File: src/rtl/bch_pkg.sv
// Shared constants and types for the BCH(63,51) encode/serialize path.
package bch_pkg;

  localparam int          CW_LEN    = 63;
  localparam int          MSG_LEN   = 51;
  localparam int          PAR_LEN   = 12;
  localparam int          SYNC_LEN  = 16;
  localparam logic [15:0] SYNC_WORD = 16'hEB90;

  typedef enum logic [1:0] {
    IDLE = 2'd0,
    SYNC = 2'd1,
    DATA = 2'd2
  } ser_state_t;

endpackage

File: src/rtl/bch_frame_serializer.sv
// Double-buffered codeword-to-serial framer: sync header then codeword, MSB first,
// over a valid/ready bit stream. All outputs come straight from registers.
module bch_frame_serializer
  import bch_pkg::ser_state_t;
  import bch_pkg::IDLE;
  import bch_pkg::SYNC;
  import bch_pkg::DATA;
#(
  parameter int                  CW_LEN    = bch_pkg::CW_LEN,
  parameter int                  SYNC_LEN  = bch_pkg::SYNC_LEN,
  parameter logic [SYNC_LEN-1:0] SYNC_WORD = bch_pkg::SYNC_WORD
) (
  input  logic              clk,
  input  logic              rst,
  input  logic [CW_LEN-1:0] cw_in,
  input  logic              cw_valid,
  output logic              cw_ready,
  output logic              bit_out,
  output logic              bit_valid,
  input  logic              bit_ready,
  output logic              frame_start,
  output logic              frame_end
);

  localparam int         SI_W      = $clog2(SYNC_LEN);
  localparam int         DI_W      = $clog2(CW_LEN);
  localparam logic [6:0] SYNC_LAST = 7'(SYNC_LEN - 1);
  localparam logic [6:0] DATA_LAST = 7'(CW_LEN - 1);

  ser_state_t        r_state, w_state_nxt;
  logic [6:0]        r_cnt, w_cnt_nxt;
  logic [CW_LEN-1:0] r_shreg, w_shreg_nxt;
  logic [CW_LEN-1:0] r_hold, w_hold_nxt;
  logic              r_hold_full, w_hold_full_nxt;
  logic              r_cw_ready, r_bit_out, r_bit_valid, r_frame_start, r_frame_end;
  logic              w_accept, w_xfer, w_last_sync, w_last_data;
  logic [SI_W-1:0]   w_sync_idx;
  logic [DI_W-1:0]   w_data_idx;
  logic              w_bit_nxt;

  assign w_accept    = cw_valid & r_cw_ready;
  assign w_xfer      = r_bit_valid & bit_ready;
  assign w_last_sync = w_xfer & (r_cnt == SYNC_LAST);
  assign w_last_data = w_xfer & (r_cnt == DATA_LAST);

  // Next-state: FSM, bit counter, active frame register and holding register.
  always_comb begin
    w_state_nxt     = r_state;
    w_cnt_nxt       = r_cnt;
    w_shreg_nxt     = r_shreg;
    w_hold_nxt      = r_hold;
    w_hold_full_nxt = r_hold_full;
    case (r_state)
      IDLE: begin
        if (w_accept) begin
          w_shreg_nxt = cw_in;
          w_state_nxt = SYNC;
          w_cnt_nxt   = 7'd0;
        end else begin
          w_state_nxt = IDLE;
        end
      end
      SYNC: begin
        if (w_accept) begin
          w_hold_nxt      = cw_in;
          w_hold_full_nxt = 1'b1;
        end else begin
          w_hold_full_nxt = r_hold_full;
        end
        if (w_last_sync) begin
          w_state_nxt = DATA;
          w_cnt_nxt   = 7'd0;
        end else if (w_xfer) begin
          w_cnt_nxt = r_cnt + 7'd1;
        end else begin
          w_cnt_nxt = r_cnt;
        end
      end
      DATA: begin
        // hold_full forces cw_ready low, so a hold hand-off never races a new accept.
        if (w_last_data) begin
          w_cnt_nxt = 7'd0;
          if (r_hold_full) begin
            w_shreg_nxt     = r_hold;
            w_hold_full_nxt = 1'b0;
            w_state_nxt     = SYNC;
          end else if (w_accept) begin
            w_shreg_nxt = cw_in;
            w_state_nxt = SYNC;
          end else begin
            w_state_nxt = IDLE;
          end
        end else begin
          if (w_accept) begin
            w_hold_nxt      = cw_in;
            w_hold_full_nxt = 1'b1;
          end else begin
            w_hold_full_nxt = r_hold_full;
          end
          if (w_xfer) begin
            w_cnt_nxt = r_cnt + 7'd1;
          end else begin
            w_cnt_nxt = r_cnt;
          end
        end
      end
      default: begin
        w_state_nxt     = IDLE;
        w_cnt_nxt       = 7'd0;
        w_hold_full_nxt = 1'b0;
      end
    endcase
  end

  // Serial bit for the upcoming state, so the output can be registered.
  always_comb begin
    w_sync_idx = SI_W'(SYNC_LAST - w_cnt_nxt);
    w_data_idx = DI_W'(DATA_LAST - w_cnt_nxt);
    case (w_state_nxt)
      SYNC:    w_bit_nxt = SYNC_WORD[w_sync_idx];
      DATA:    w_bit_nxt = w_shreg_nxt[w_data_idx];
      default: w_bit_nxt = 1'b0;
    endcase
  end

  // State and output registers; reset discards both the active frame and hold.
  always_ff @(posedge clk) begin
    if (rst) begin
      r_state       <= IDLE;
      r_cnt         <= 7'd0;
      r_shreg       <= '0;
      r_hold        <= '0;
      r_hold_full   <= 1'b0;
      r_cw_ready    <= 1'b1;
      r_bit_out     <= 1'b0;
      r_bit_valid   <= 1'b0;
      r_frame_start <= 1'b0;
      r_frame_end   <= 1'b0;
    end else begin
      r_state       <= w_state_nxt;
      r_cnt         <= w_cnt_nxt;
      r_shreg       <= w_shreg_nxt;
      r_hold        <= w_hold_nxt;
      r_hold_full   <= w_hold_full_nxt;
      r_cw_ready    <= ~w_hold_full_nxt;
      r_bit_out     <= w_bit_nxt;
      r_bit_valid   <= (w_state_nxt != IDLE);
      r_frame_start <= (w_state_nxt == SYNC) && (w_cnt_nxt == 7'd0);
      r_frame_end   <= (w_state_nxt == DATA) && (w_cnt_nxt == DATA_LAST);
    end
  end

  assign cw_ready    = r_cw_ready;
  assign bit_out     = r_bit_out;
  assign bit_valid   = r_bit_valid;
  assign frame_start = r_frame_start;
  assign frame_end   = r_frame_end;

endmodule

File: config.mk
export PLATFORM = sky130hd
export DESIGN_NAME = bch_frame_serializer
export DESIGN_NICKNAME = d
export VERILOG_FILES = /design/src/rtl/bch_pkg.sv /design/src/rtl/bch_frame_serializer.sv
export SDC_FILE = /design/constraint.sdc
export NUM_CORES = 1
export LEC_CHECK = 0
export ABC_CLOCK_PERIOD_IN_PS = 5910
export CORE_MARGIN = 2
export CORE_UTILIZATION = 35
export DETAILED_ROUTE_END_ITERATION = 6
export PLACE_DENSITY = 0.64
export SLEW_MARGIN = 15
export SYNTH_ARGS = -nofsm -noshare
export SYNTH_HDL_FRONTEND = slang
export SYNTH_SLANG_ARGS = --single-unit
export TNS_END_PERCENT = 20
File: constraint.sdc
create_clock -name clk -period 5.91 [get_ports clk]
set_clock_uncertainty 0.2 [all_clocks]
set_input_delay 1.773 -clock clk [delete_from_list [all_inputs] [get_ports clk]]
set_output_delay 1.773 -clock clk [all_outputs]
set_load 0.005 [all_outputs]
==> impl_metrics.toml, run 1 <==
[critical_path]
rrSetupSlack_ns = 1.25
cp-end-kind = "register"
cp.arrival_ns = 5.69
r2r_cells = 15
regToRegStartpoint = "r_state[0]"
path_delay_family = "simple AND/OR/NAND/NOR gates"
cp-start-kind = "primary input"
slowest_stage = "nor4b_1"
cp_data_required_time_ns = 6.01
critPathMaxFanout = 11
crit_buf_inv = 3
timing.rr.end = "bit_out"
path_cells = "clkdlybuf4s50_1 > nand4_1 > o21ai_0 > and2_1 > o32a_1 > inv_1 > ha_1 > inv_1 > nor4b_1 > a211oi_4 > mux2i_1 > mux2_2 > o21ai_0 > a211oi_2 > nor4_1 > a211oi_2"
crit_type = "in2reg"
critical-path-max-stage-delay_ns = 0.88

[placement]
dp_worst_setup_slack_ns = -0.2048
dp_hpwl_um = 11090
globalplace.congestion = 0.8503
io_buffers = 71

[layout]
multiInputGateArea_um2 = 3186
nNetsFinal = 855
final_cell_mix = "nand2_1, dfxtp_1, nor2_1, a21oi_1, clkdlybuf4s50_1"
fillCellCount = 1706
areaGrowthSynthToFinish_pct = 25.24
drive_gt1_share_pct = 10.97
antenna_cells = 0
layout_commonest_cell = "nand2_1"
regArea_um2 = 2823

[logic_synthesis]
syn_inst = 729
synth_area_um2 = 6260
synth-async-reset-ratio_pct = 0
seq_area_frac_synth_pct = 45.09
ys.flop_type = "dfxtp_1"
synth.distinct_cells = 60
yosysWarningCount = 0
syn-num-nets = 803
syn_area_per_cell_um2 = 8.587
synth_seq_cells = 141
synth-edff-count = 0

[timing]
hold_viol_final = 0
period_needed_ns = 5.592
setup_ws_ns = 0.3175
fmax_mhz = 178.8
worstMarginPinSlew_ns = 1.084
rsz0062_at_grt = "no"
timing.final.max_slew_violations = 0
slew_headroom_pct = 26.72
period_share_pct = 94.63
holdWs_ns = 0.2537
final-setup-viol-count = 0

[route]
vias = 5643
drtAntennaViolNets = 0
route.detailed.wl_per_inst_um = 16.81
drt_first_pass_iters = 7
drc = 4
drt-total-wl_um = 17110
drt_iter0_drc = 795
drt-vias-per-instance = 5.543

[die]
core_area_um2 = 17420
die_h_um = 137.7
io_pins = 72
start_util_pct = 35.94
die_area_um2 = 18970
rows = 48
die_w_um = 137.7

[status]
status = "complete, but fails checks"
failed_checks = "design-rule violations"

[worst_hold_path]
min_to = "r_hold[20]"
hold_start = "r_hold[20]"
hold_depth = 2
min-delay-path-class = "reg2reg"

[run]
maxCapViolCount = 0

[pwr]
leakage_nw = 2.740
vdd_drop_max_uv = 182.4
powerDensity_nw_per_um2 = 308.3

[grt]
grt_pass1_vias = 5183
grt_overflow = 0
grt_util_all_layers_pct = 18.46
grt_max_degree = 91
grt_pass1_wl_um = 27430
antenna_found_initial = 0

[clock_tree]
cts_sinks = 141
cts_root_buffer = "clkbuf_16"
cts_hold_buf = 0
cts_resized = 0
cts_setup_buffers = 0
clkTransAtPathRegs_ns = 0.06
cts_max_level = 4
clk_latency_ns = 0.42
clockBufferDepth = 2
cts_tree = "yes"
cts_buffers = 17
[how the worst max path moves through the flow]
stage / slack [ns] / start / cells after the start / to
4_1_cts: 0.22 / bit_ready / 16 / bit_out
2_1_floorplan: 0.50 / bit_ready / 16 / bit_out
5_1_grt: 0.05 / bit_ready / 16 / bit_out
6_report: 0.32 / bit_ready / 16 / bit_out
3_5_place_dp: -0.20 / bit_ready / 16 / bit_out
3_3_place_gp: -0.04 / bit_ready / 16 / bit_out
[worst min-delay path, delay by kind of cell (launching register included)]
| family | cells | cell delay [ns] |
|---|---|---|
| compound gates | 1 | 0.05 |
| flops | 1 | 0.30 |
| simple gates | 1 | 0.05 |
[area by class of cell]
class / count / share of cell area [%]
Clock buffer: 21 / 6.001
Multi-Input combinational cell: 518 / 40.63
Tap cell: 225 / 3.591
Inverter: 12 / 0.5745
Timing Repair Buffer: 91 / 11.75
Sequential cell: 141 / 36.00
Clock inverter: 10 / 1.452
[state kept, by name, summed over array words and instances (netlist names)]
name	cells
r_shreg	63
bit_out	1
frame_end	1
bit_valid	1
r_state	2
r_cnt	7
r_hold_full	1
r_hold	63
cw_ready	1
frame_start	1
[per-layer routing]
metal / global-route usage [%] / vias up / wire (um)
li1: - / 2755 / -
met1: 25.63 / 2680 / 7886
met2: 28.99 / 190 / 8136
met3: 4.047 / 18 / 926
met4: 4.932 / 0 / 159
met5: 0 / - / 0
[synthesized netlist by cell type (all sizes together) (5+ instances only)]
master	count	share of area (%)
mux2	14	2.5
nor2b	8	0.80
ha	7	1.4
mux4	8	2.9
dfxtp	141	45
a211oi	5	0.76
nand2	155	9.3
o21ai	13	1.0
mux2i	5	0.80
inv	11	0.66
a222oi	57	9.1
nand3	6	0.48
nor3	5	0.56
or3	5	0.50
and3	5	0.50
a22oi	6	0.80
a21oi	73	5.8
clkbuf	40	2.4
nor2	84	5.0
o22ai	7	0.70
buf	19	1.6
[power by group]
| part | internal, W | switching [W] |
|---|---|---|
| clock network | 0.000651 | 0.000400 |
| logic | 0.000157 | 0.000179 |
| registers | 0.00100 | 0.0000256 |
[kinds of logic after synthesis]
kind of cell	count (synthesis)	synth area share [%]
flip-flops	141	45.09
AO/OA/AOI/OAI	187	22.01
adder cells (fa/ha/maj)	7	1.399
AND/OR/NAND/NOR	289	19.57
multiplexers	27	6.196
XOR/XNOR	7	0.9794
buffers and inverters	71	4.757
[metrics by stage]
step	instance area [um^2]	utilization (%)	std cells	power, W	setup TNS [ns]
finish	7840	45.01	1018	0.002417	0
global route	7840	45.01	1018	0.002513	0
CTS	7828	44.94	1017	0.002428	0
detailed placement	7243	41.59	986	0.001383	-0.2048
global placement	7243	41.59	986	0.001381	-0.04088
floorplan	6260	-	729	0.001250	0
(Power assumes the default switching activity.)
==> inputs of run 2 (changes only) <==
HOLD_SLACK_MARGIN = 0.03   (was default)
PLACE_DENSITY = default   (was 0.64)
PLACE_DENSITY_LB_ADDON = 0.08   (was default)
==> run 2 against run 1 <==
The flow still finishes with violations (design-rule violations); final cell count rose by 0.39%; first-iteration DRC count fell by 1.9%; clock power barely moved; sequential power barely moved; largest cell class unchanged.
==> impl_metrics.toml, run 2 (synthesized netlist as in run 1, its figures left out) <==
[pwr]
swShare_pct = 26.10
p_comb_share_pct = 14.1
powerDensity_nw_per_um2 = 308.3
switching_power_w = 0.0006296
power_frac_clock_pct = 43.2
p_int_w = 0.001782
leakage_nw = 2.739
vdd_drop_max_uv = 191.4
seq_power_share_pct = 42.7

[critical_path]
critPathMaxFanout = 13
cp-end-kind = "register"
rrSetupSlack_ns = 1.21
cp.arrival_ns = 5.59
cp_data_required_time_ns = 6.01
crit_type = "in2reg"
cp-start-kind = "primary input"

[clock_tree]
cts_max_level = 4
clk_latency_ns = 0.42
cts_resized = 0
cts_tree = "yes"
cts_root_buffer = "clkbuf_16"
clockBufferDepth = 2
cts_hold_buf = 0
cts_setup_buffers = 0
clkTransAtPathRegs_ns = 0.06
cts_sinks = 141
cts_buffers = 17

[route]
drt-vias-per-instance = 5.598
drt-total-wl_um = 18250
drtAntennaViolNets = 0
route.detailed.wl_per_inst_um = 17.85
drt_iter0_drc = 780
drc = 1
drt_first_pass_iters = 7
vias = 5721

[run]
maxCapViolCount = 0

[layout]
nNetsFinal = 858
final_cell_mix = "nand2_1, dfxtp_1, nor2_1, a21oi_1, clkdlybuf4s50_1"
largestRegisters = "r_hold: 63 flops, r_shreg: 63 flops, r_cnt: 7 flops"
drive_gt1_share_pct = 11.29
areaGrowthSynthToFinish_pct = 24.98
antenna_cells = 0
layout_commonest_cell = "nand2_1"

[timing]
hold_viol_final = 0
period_share_pct = 92.86
final-setup-viol-count = 0
fmax_mhz = 182.2
rsz0062_at_grt = "no"
worstMarginPinSlew_ns = 0.8643
period_needed_ns = 5.488
slew_headroom_pct = 42.38
fin_setup_tns_ns = 0
timing.final.max_slew_violations = 0
holdWs_ns = 0.2530

[die]
die_h_um = 137.7
die_area_um2 = 18970
io_pins = 72
core_area_um2 = 17420
die_w_um = 137.7
rows = 48
start_util_pct = 35.94

[worst_hold_path]
min-delay-path-class = "reg2reg"

[status]
failed_checks = "design-rule violations"
status = "complete, but fails checks"

[grt]
grt_pass1_vias = 5462
grt_max_degree = 83
grt_overflow = 0
grt_pass1_wl_um = 29590
grt_util_all_layers_pct = 20.24
antenna_found_initial = 0

[placement]
io_buffers = 71
globalplace.congestion = 0.8806
dp_hpwl_um = 12110
==> run 2: cell types whose count changed in the layout (fill, tap and decap cells not counted) <==
cell	previous run	this run
buf_4	16	22
clkbuf_8	3	0
clkinv_4	2	5
buf_12	5	3
a211oi_2	3	2
clkbuf_1	1	2
clkinv_2	4	3
clkinvlp_4	1	2
==> run 2: path summary, 6_finish.rpt <==
| check | from | cells past startpoint | to |
|---|---|---|---|
| max reg2reg | r_cnt[0] | 16 | bit_out |
| max | bit_ready | 16 | bit_out |
| min reg2reg | r_hold[4] | 2 | r_hold[4] |
| min | r_hold[4] | 2 | r_hold[4] |
==> run 2: cell type report <==
class                      count  area, um^2
fill                        1703        9593
multi-input combinational    517        3173
sequential                   141        2823
timing repair buffer          95       925.9
clock buffer                  19       432.9
tap                          225       281.5
clock inverter                13       142.6
inverter                      12       45.04
==> run 2: power groups by stage <==
stage | sequential [W] | clock, W | combinational (W)
floorplan | 0.00104 | 0 | 0.000210
global placement | 0.00105 | 0 | 0.000340
detailed placement | 0.00105 | 0 | 0.000341
CTS | 0.00103 | 0.00106 | 0.000343
global route | 0.00103 | 0.00111 | 0.000376
finish | 0.00103 | 0.00104 | 0.000341
==> run 2: metal layers <==
layer,vias to the layer above,track usage (%),routed length (um)
met2,207,31.84,8418
met4,0,7.086,278
li1,2760,-,-
met1,2732,27.49,8519
met3,22,4.305,1031
met5,-,0,0
==> run 2: metrics by stage <==
stage	cells	power [W]	instance area, um^2	setup slack [ns]	utilization, %
CTS	1022	0.002434	7824	0.4553	44.92
global route	1022	0.002516	7824	0.1546	44.92
global placement	990	0.001387	7248	0.1933	41.62
finish	1022	0.002412	7824	0.4219	44.92
detailed placement	990	0.001390	7248	0.04864	41.62
floorplan	729	0.001250	6260	0.5047	-
==> run 2: critical path, stage by stage <==
cell and delay [ns]:
clkdlybuf4s50_1 0.53, nand4_1 0.17, o21ai_0 0.24, and2_1 0.25, o31a_1 0.17, clkinv_1 0.10, ha_1 0.24, inv_1 0.08
nor4b_1 0.08, a211oi_4 0.68, mux2i_1 0.22, mux2_2 0.31, o21ai_0 0.21, a211oi_2 0.10, nor4_1 0.37, a211oi_2 0.05
